[src/rtl/glyph_table_loader.sv]
// Byte-stream loader for the glyph table: parses marker/code/64-word/checksum
// frames and issues one-cycle write strobes into the glyph RAM.
module glyph_table_loader #(
    parameter int TIMEOUT = 50000
) (
    input  logic        clk,
    input  logic        reset_n,
    input  logic [7:0]  rx_data,
    input  logic        rx_valid,
    output logic        rx_ready,
    output logic        wea,
    output logic [12:0] addra,
    output logic [15:0] dina,
    output logic        busy,
    output logic        done,
    output logic        error
);

    localparam logic [15:0] TIMEOUT_CNT = 16'(TIMEOUT);
    localparam logic [7:0]  MARKER      = 8'h47;

    typedef enum logic [2:0] {
        IDLE,
        CODE,
        DATA_HI,
        DATA_LO,
        CHECK
    } stateType;

    stateType    state;
    logic [6:0]  code;
    logic [5:0]  wordIdx;
    logic [7:0]  hiByte;
    logic [7:0]  csum;
    logic [15:0] idleCnt;
    logic        accept;
    logic        timeoutHit;

    assign accept     = rx_valid & rx_ready;
    assign busy       = (state != IDLE);
    // Fires on the cycle the counter would reach TIMEOUT; an accepted byte wins.
    assign timeoutHit = busy && !accept && ((idleCnt + 16'd1) == TIMEOUT_CNT);

    always_ff @(posedge clk or negedge reset_n) begin
        if (!reset_n) begin
            state    <= IDLE;
            rx_ready <= 1'b0;
            wea      <= 1'b0;
            addra    <= '0;
            dina     <= '0;
            done     <= 1'b0;
            error    <= 1'b0;
            code     <= '0;
            wordIdx  <= '0;
            hiByte   <= '0;
            csum     <= '0;
            idleCnt  <= '0;
        end else begin
            rx_ready <= 1'b1;
            wea      <= 1'b0;
            done     <= 1'b0;
            error    <= 1'b0;

            if (accept || !busy || timeoutHit) begin
                idleCnt <= '0;
            end else begin
                idleCnt <= idleCnt + 16'd1;
            end

            if (accept) begin
                case (state)
                    IDLE: begin
                        if (rx_data == MARKER) begin
                            state <= CODE;
                        end
                    end
                    CODE: begin
                        if (rx_data[7]) begin
                            error <= 1'b1;
                            state <= IDLE;
                        end else begin
                            code    <= rx_data[6:0];
                            wordIdx <= '0;
                            csum    <= rx_data;
                            state   <= DATA_HI;
                        end
                    end
                    DATA_HI: begin
                        hiByte <= rx_data;
                        csum   <= csum ^ rx_data;
                        state  <= DATA_LO;
                    end
                    DATA_LO: begin
                        wea     <= 1'b1;
                        addra   <= {code, wordIdx};
                        dina    <= {hiByte, rx_data};
                        csum    <= csum ^ rx_data;
                        wordIdx <= wordIdx + 6'd1;
                        state   <= (wordIdx == 6'd63) ? CHECK : DATA_HI;
                    end
                    CHECK: begin
                        if (rx_data == csum) begin
                            done <= 1'b1;
                        end else begin
                            error <= 1'b1;
                        end
                        state <= IDLE;
                    end
                    default: state <= IDLE;
                endcase
            end else if (timeoutHit) begin
                error <= 1'b1;
                state <= IDLE;
            end
        end
    end

endmodule

[config.mk]
export PLATFORM = sky130hd
export DESIGN_NAME = glyph_table_loader
export DESIGN_NICKNAME = d
export VERILOG_FILES = /design/src/rtl/glyph_table_loader.sv
export SDC_FILE = /design/constraint.sdc
export NUM_CORES = 1
export LEC_CHECK = 0
export ABC_AREA = 1
export BUFFER_PORTS_ARGS = -buffer_cell sky130_fd_sc_hd__clkbuf_2
export CAP_MARGIN = 20
export CELL_PAD_IN_SITES_DETAIL_PLACEMENT = 1
export CELL_PAD_IN_SITES_GLOBAL_PLACEMENT = 1
export CORE_MARGIN = 1
export CORE_UTILIZATION = 47
export CTS_CLUSTER_SIZE = 8
export DETAILED_ROUTE_END_ITERATION = 7
export PLACE_DENSITY_LB_ADDON = 0.1
export SLEW_MARGIN = 10
export SYNTH_ARGS = -nofsm -noshare
export SYNTH_HDL_FRONTEND = slang
export SYNTH_SLANG_ARGS = --single-unit
[constraint.sdc]
create_clock -name clk -period 4.44 [get_ports clk]
set_clock_uncertainty 0.2 [all_clocks]
set_input_delay 0.666 -clock clk [delete_from_list [all_inputs] [get_ports clk]]
set_output_delay 0.666 -clock clk [all_outputs]
set_load 0.1 [all_outputs]
# ---- Yosys cells after proc, flatten, opt, wreduce, memory -nomap -nowiden
# Index checks and enable logic that the tools add are counted.
# W data, S select, Z words.
dict set report totals {
  register_bits 81
  inputBits 11
  out_inout_bits 34
  wordCells 66
}
dict set report op_classes {
  add_sub_neg 2
  n_eq_ne 10
  n_mux 21
  bitwise_logic 3
  reduce_logical 18
}
# op count
set op_table {}
lappend op_table {{$add A16 B1 Y16 const B} 1}
lappend op_table {{$eq A16 B16 Y1 const B} 1}
lappend op_table {{$mux W16} 1}
lappend op_table {{$pmux W8 S2} 1}
lappend op_table {{$mux W3} 4}
lappend op_table {{$pmux W3 S4} 1}
lappend op_table {{$pmux W6 S2} 1}
lappend op_table {{$mux W1} 9}
lappend op_table {{$reduce_and A3 Y1} 3}
lappend op_table {{$eq A8 B7 Y1 const B} 1}
lappend op_table {{$eq A8 B8 Y1} 1}
lappend op_table {{$mux W8} 1}
lappend op_table {{$xor A8 B8 Y8} 1}
lappend op_table {{$add A6 B1 Y6 const B} 1}
lappend op_table {{$eq A3 B2 Y1 const B} 2}
lappend op_table {{$eq A6 B6 Y1 const B} 1}
lappend op_table {{$mux W6} 1}
lappend op_table {{$reduce_and A2 Y1} 3}
lappend op_table {{$reduce_bool A2 Y1} 3}
lappend op_table {{$eq A3 B1 Y1 const B} 1}
lappend op_table {{$eq A3 B3 Y1 const B} 1}
lappend op_table {{$logic_not A3 Y1} 1}
lappend op_table {{$ne A3 B3 Y1 const B} 1}
lappend op_table {{$reduce_bool A3 Y1} 1}
lappend op_table {{9 further kinds} 12}

# ---- Longest topological paths before layout
# Gate-level depths: netlist of run 1.
dict set report depth {
  depth_word 6
  depth_mapped 15
  mapped_depth_nobuf 15
}

# ---- Worst setup path before layout of run 1
# Ideal clock, no wire load.
dict set report synth_path {
  kind {register to register}
  startpoint {reg rx_ready}
  endpoint {reg wordIdx[4]}
  setup_time_ns 0.064
  t_arrival_ns 2.180
  required_ns 4.176
  path_slack_ns 1.995
  path_stages_with_launch 10
  path_buffers 0
  synth_period_minus_slack_ns 2.445
  cell_sequence {dfrtp_1 nand2_1 inv_1 nand2_1 inv_1 nor2_1 nor3_1 nand2_1 a21oi_1 o21a_1}
}
dict set report synth_via {
  elab_chain_cells 2
}
# item line
set synth_rtl {}
lappend synth_rtl {{from (decl)} 10} ;# output logic rx_ready,
lappend synth_rtl {{from (signal assigned)} 47} ;# rx_ready <= 1'b0;
lappend synth_rtl {{from (signal assigned)} 59} ;# rx_ready <= 1'b1;
lappend synth_rtl {{$and A1 B1 Y1} 39} ;# assign accept = rx_valid & rx_ready;
lappend synth_rtl {{$reduce_and A3 Y1 (no line)} n/a}
lappend synth_rtl {{to (signal assigned)} 98} ;# wordIdx <= wordIdx + 6'd1;
lappend synth_rtl {{to (decl)} 32} ;# logic [5:0] wordIdx;
# No other way between the ends.
# A chain may end at the register's enable or synchronous reset.

# ---- Final worst setup path of run 1
dict set report layout_path {
  startpoint {reg state[2]}
  endpoint {reg wordIdx[5]}
}
dict set report layout_via {
  elab_chain_cells 3
  elab_cells_between_ends 6
  classes_between {eq/ne (3); mux (1); reduce/logical (2)}
}
# item line
set layout_rtl {}
lappend layout_rtl {{from (decl)} 30} ;# stateType state;
lappend layout_rtl {{from (signal assigned)} 99} ;# state <= (wordIdx == 6'd63) ? CHECK : DATA_HI;
lappend layout_rtl {{$eq A3 B1 Y1 or $eq A3 B2 Y1 (tied branches)} 71} ;# case (state)
lappend layout_rtl {{$ne A2 B2 Y1 (no line) or $reduce_bool A2 Y1 (tied branches)} n/a}
lappend layout_rtl {{$reduce_and A3 Y1 (no line)} n/a}
# Several ways; a longest one is shown, not always the timed one.

==> results of run 1 <==
==> through the flow <==
stage	setup slack, ps	std cells
2_1_floorplan	2000	453
3_3_place_gp	1540	590
3_5_place_dp	1450	590
4_1_cts	1720	606
5_1_grt	1440	607
6_report	1740	607
==> logic make-up after synthesis <==
family	share of synthesized area, %
fa+ha+maj	1.00
other cells	0.0999
flops	54.0
simple gates	29.4
compound gates	7.00
buf+inv	6.40
xor+xnor	2.10
==> flip-flops by register name, summed over array words and instances, names as in the netlist <==
| name | count |
|---|---|
| dina | 16 |
| idleCnt | 16 |
| addra | 13 |
| csum | 8 |
| hiByte | 8 |
| code | 7 |
| wordIdx | 6 |
| state | 3 |
| done | 1 |
| error | 1 |
| rx_ready | 1 |
| wea | 1 |
==> final cells by class <==
class,instances,share of cell area (%)
Sequential cell,81,47.1
Inverter,50,4.37
Clock inverter,6,1.72
Timing Repair Buffer,46,6.00
Clock buffer,10,3.20
Multi-Input combinational cell,312,34.6
Tap cell,102,2.97
==> cell usage in the layout (no fill, tap or decap), types with 2 or more instances in the layout <==
cell type	Yosys	final
nand2_1	149	149
dfrtp_1	81	81
inv_1	45	45
nor2_1	44	44
clkbuf_2	0	43
o21ai_0	31	31
nand3_1	15	15
nor2_2	10	10
clkbuf_8	0	10
nand4_1	9	9
xor2_1	9	9
nor3_1	8	8
a31oi_1	7	7
inv_2	5	5
nor2_4	3	3
nand2_2	3	3
a21oi_1	3	3
nor4_1	3	3
ha_1	3	3
nand3b_1	2	2
o21bai_1	2	2
inv_6	0	2
clkinvlp_4	0	2
buf_4	0	2
==> report_power, final <==
group | leakage (nW) | switching [mW] | internal (mW) | total, mW
Sequential | 1.06 | 0.154 | 0.971 | 1.13
Combinational | 1.01 | 1.11 | 0.224 | 1.33
Clock | 0.101 | 0.296 | 0.283 | 0.579
==> critical path: stages (launching register included) <==
cell	delay, ps
dfrtp_1	460
inv_1	170
nand2_1	100
nor2_1	100
nand2_1	50
buf_4	240
inv_1	510
nor2_1	170
inv_1	150
nand3_1	120
nor2_1	130
nor2_1	50
nor3_1	130
==> layer usage <==
metal  track usage [%]  routed length [um]  share of wire (%)  vias to the layer above
met2              39.1                4300                 48                       55
li1                  -                   -                  -                     1518
met3              3.02                 224                2.5                       12
met4              7.54                 123                1.4                        0
met5                 0                   0                  0                        -
met1              31.6                4320                 48                     1528
==> worst max path at each step <==
| stage | end | from | slack [ps] | depth (start not counted) |
|---|---|---|---|---|
| floorplan | wordIdx[4]$_DFFE_PN0P_ | rx_ready$_DFF_PN0_ | 2000 | 9 |
| global placement | wordIdx[5]$_DFFE_PN0P_ | rx_valid | 1540 | 12 |
| detailed placement | wordIdx[5]$_DFFE_PN0P_ | rx_valid | 1450 | 12 |
| CTS | wordIdx[5]$_DFFE_PN0P_ | state[2]$_DFFE_PN0P_ | 1720 | 12 |
| global route | wordIdx[5]$_DFFE_PN0P_ | state[2]$_DFFE_PN0P_ | 1440 | 12 |
| finish | wordIdx[5]$_DFFE_PN0P_ | state[2]$_DFFE_PN0P_ | 1740 | 12 |
==> results.json, run 1 <==
{
  "ant_nets": 0,
  "rr_worst_depth": 12,
  "ios": 45,
  "ys_ff_latch": 81,
  "hpwl_mm": 6.28,
  "drc": 0,
  "rsz0062_at_grt": "no",
  "clk-insertion-delay-late_ps": 350,
  "r2r_setup_slack_ps": 1740,
  "wirelength_mm": 8.96,
  "cts_tree": "yes",
  "gp_congestion": 0.806,
  "cts.clk_slew.worst_paths_ps": 90,
  "async_flop_share_pct": 100,
  "power_density_mw_per_mm2": 706,
  "antenna_found_initial": 0,
  "yosys_most_used_dff": "dfrtp_1",
  "seq_area_mm2": 0.00203,
  "clockBufferDepth": 2,
  "cts-resized-gates": 0,
  "antenna_cells": 0,
  "tightestPinTransition_ps": 762,
  "start_kind": "flip-flop",
  "syn_nets": 467,
  "fin_util_pct": 55.6,
  "tns_ps": 0,
  "track_usage_pct": 23.4,
  "synth_enable_flop_cells": 0,
  "drt_iter0_markers": 82,
  "status": "finished, final reports clean",
  "core.rowCount": 32,
  "synthMostInstantiatedCell": "nand2_1",
  "synth_area_mm2": 0.00375,
  "synth_top_area_share_pct": 54.0,
  "r2r_start": "state[2]$_DFFE_PN0P_",
  "multi_input_area_mm2": 0.00149,
  "start_util_pct": 48.6,
  "synthCells": 453,
  "finalCriticalPeriod_ps": 2700,
  "cp_max_fo": 43,
  "core_mm2": 0.00773,
  "end_kind": "flip-flop",
  "total_power_mw": 3.03,
  "h-tree-depth": 3,
  "nNetsFinal": 514,
  "crit_arrival_ps": 2760,
  "io_buffers": 44,
  "timing.fmax_mhz": 371,
  "hold-worst-slack_ps": 1.19,
  "area_delta_synth_final_pct": 14.5,
  "worst_slew_margin_rel_pct": 48.8,
  "critPathKind": "flip-flop to flip-flop",
  "fin_crit_sh_pct": 60.7,
  "grt_pass1_wl_mm": 15.2,
  "synth_area_leader_cell": "dfrtp_1",
  "cap_viol_max_count": 0,
  "ys_types": 33,
  "r2r-end": "wordIdx[5]$_DFFE_PN0P_",
  "yosysWarningCount": 0,
  "routed_via_density": 5.13,
  "cp.required_ps": 4510,
  "ctsHoldBuffers": 0,
  "grt_max_degree": 82,
  "vias": 3113,
  "route.detailed.wl_per_inst_um": 14.8,
  "drv_slew": 0,
  "yosysSeqAreaShare_pct": 54.0,
  "hold_path_class": "primary input to async pin",
  "firstDrtPassIters": 4,
  "die_w_um": 91.4,
  "post_cts.repair.setup_buffers": 0,
  "yosys-top-cells-count": "nand2_1, dfrtp_1, inv_1",
  "grt_overflow_total": 0,
  "fillers": 953,
  "final_area_mm2": 0.00430,
  "max-vdd-ir-drop_mv": 0.469,
  "synth_area_leaders": "dfrtp_1, nand2_1, inv_1",
  "root_buffer": "clkbuf_8",
  "finalHoldViolCount": 0,
  "placed_area_mm2": 0.00406,
  "avgSynthCellArea_um2": 8.29,
  "setup_viol": 0,
  "drive_gt1_share_pct": 17.2,
  "clkSinkCount": 81,
  "cts_buffers": 9,
  "leakagePower_nw": 2.17,
  "die-area_mm2": 0.00835,
  "die-height_um": 91.4,
  "grt_pass1_vias": 3154
}
(Power assumes the default switching activity.)
==> run 2, diff against run 1 <==
- CORE_UTILIZATION: 47 -> 43
- clock period: 4.44 -> 2.8 ns (I/O delays scaled with it)
==> run 2 against run 1 <==
- utilization is 4.1 points lower
- largest cell class unchanged
- non-clock buffer count increased by 3
- total power up 54%
- critical path depth unchanged
- clock power rose by 39%
- final cell count is 0.99% higher
- setup slack lost 1300 ps
- sequential share of layout area hardly changed
==> results.json, run 2 (same netlist as run 1, synthesis figures left out) <==
{
  "status": "finished, final reports clean",
  "finalHoldViolCount": 0,
  "track_usage_pct": 22.7,
  "slowest_delay_ps": 420,
  "drt_iter0_markers": 98,
  "area_delta_synth_final_pct": 14.4,
  "max-vdd-ir-drop_mv": 0.638,
  "antenna_found_initial": 0,
  "final_area_mm2": 0.00430,
  "firstDrtPassIters": 4,
  "tightestPinTransition_ps": 791,
  "die-area_mm2": 0.00911,
  "hold_depth": 3,
  "vias": 3109,
  "top_regs": "dina x16, idleCnt x16, addra x13",
  "grt_pass1_wl_mm": 15.5,
  "post_cts.repair.setup_buffers": 0,
  "final_common_cell": "nand2_1",
  "hpwl_mm": 6.88,
  "timing.fmax_mhz": 430,
  "r2r-end": "idleCnt[3]$_DFF_PN0_",
  "antenna_cells": 0,
  "cp_top_family": "simple AND/OR/NAND/NOR gates",
  "min_to": "csum[5]$_DFFE_PN0P_",
  "crit_chain": "ha_1, nand3_2, nor2_4, nand2_1, inv_2, nand2_1, nand2_1, nand2_1, nor2_1, nand4_1, nand2_2, nor2_1",
  "routed_via_density": 5.07,
  "end_kind": "flip-flop",
  "wirelength_mm": 9.19,
  "ios": 45,
  "ant_nets": 0,
  "finalCriticalPeriod_ps": 2320,
  "leakagePower_nw": 2.16,
  "grt_pass1_vias": 3198,
  "crit_arrival_ps": 2350,
  "crit_top_cell": "nand2_1",
  "rr_worst_depth": 12,
  "die-height_um": 95.4,
  "power_density_mw_per_mm2": 1090,
  "start_kind": "flip-flop",
  "cp.required_ps": 2820,
  "critPathKind": "flip-flop to flip-flop",
  "start_util_pct": 45.0,
  "hold-worst-slack_ps": 153,
  "nNetsFinal": 517,
  "clk-insertion-delay-late_ps": 350,
  "r2r_start": "idleCnt[0]$_DFF_PN0_",
  "die_w_um": 95.4,
  "setup_viol": 0,
  "cts_tree": "yes",
  "root_buffer": "clkbuf_8",
  "io_buffers": 44,
  "route.detailed.wl_per_inst_um": 15.0,
  "drive_gt1_share_pct": 17.5,
  "grt_overflow_total": 0,
  "cap_viol_max_count": 0,
  "cts.clk_slew.worst_paths_ps": 80,
  "clkSinkCount": 81,
  "layout_common_cells": "nand2_1, dfrtp_1, inv_1, nor2_1, clkbuf_2",
  "cts_buffers": 9,
  "drv_slew": 0,
  "placed_area_mm2": 0.00410,
  "hold_start": "rx_data[5]",
  "h-tree-depth": 3,
  "grt_max_degree": 45,
  "drc": 0,
  "total_power_mw": 4.67,
  "r2r_setup_slack_ps": 480,
  "tns_ps": 0,
  "gp_congestion": 0.804,
  "worst_slew_margin_rel_pct": 46.9,
  "fin_util_pct": 51.5,
  "hold_path_class": "primary input to flip-flop",
  "fin_crit_sh_pct": 83.0,
  "cp_max_fo": 15,
  "core.rowCount": 33,
  "rsz0062_at_grt": "no",
  "core_mm2": 0.00834,
  "clockBufferDepth": 2,
  "critPathSlowestCell": "dfrtp_1",
  "worst-path-buf-inv": 1
}
run 2: where the power goes:
group          internal [mW]  total, mW  switching [mW]
Clock                  0.354      0.804           0.450
Sequential              1.54       1.77           0.227
Combinational          0.359       2.10            1.74
Total                   2.25       4.67            2.42
run 2: timing repair:
item | CTS | global route
endpoints found under the setup margin | 0 | 0
hold buffers | 1 | 0
endpoints found under the hold margin | 43 | 0
gates resized for setup | 0 | 0
run 2: tightest hold or removal path, stage by stage:
cell and delay (ps):
clkbuf_2 110, nand2_1 70, a31oi_1 70
run 2: layer usage:
| metal | share of wire, % | up-vias | global-route usage, % |
|---|---|---|---|
| met5 | 0 | - | 0 |
| met4 | 1.6 | 0 | 8.58 |
| met3 | 3.1 | 13 | 3.27 |
| met2 | 48 | 47 | 36.9 |
| met1 | 47 | 1519 | 30.6 |
| li1 | - | 1530 | - |
run 2: per-stage QoR:
stage,setup WS (ps),std cells
detailed placement,458,596
global route,206,613
floorplan,355,453
global placement,584,596
finish,475,613
CTS,445,613
run 2: worst max path at each step:
stage          depth (start not counted)                     end                 start  slack, ps
3_5_place_dp                          10    idleCnt[3]$_DFF_PN0_  idleCnt[0]$_DFF_PN0_        460
4_1_cts                               12    idleCnt[3]$_DFF_PN0_  idleCnt[0]$_DFF_PN0_        450
2_1_floorplan                          9  wordIdx[4]$_DFFE_PN0P_    rx_ready$_DFF_PN0_        360
6_report                              12    idleCnt[3]$_DFF_PN0_  idleCnt[0]$_DFF_PN0_        480
5_1_grt                               14    state[2]$_DFFE_PN0P_  idleCnt[0]$_DFF_PN0_        210
3_3_place_gp                          10    idleCnt[0]$_DFF_PN0_  idleCnt[0]$_DFF_PN0_        580
run 2: area by class of cell:
cell class	count	area (um2)
clock buffers	10	138
flip-flops and latches	81	2030
well taps	105	131
fillers	1024	4050
clock inverters	6	48.8
multi-input cells	312	1490
inverters	50	188
repair buffers	49	275
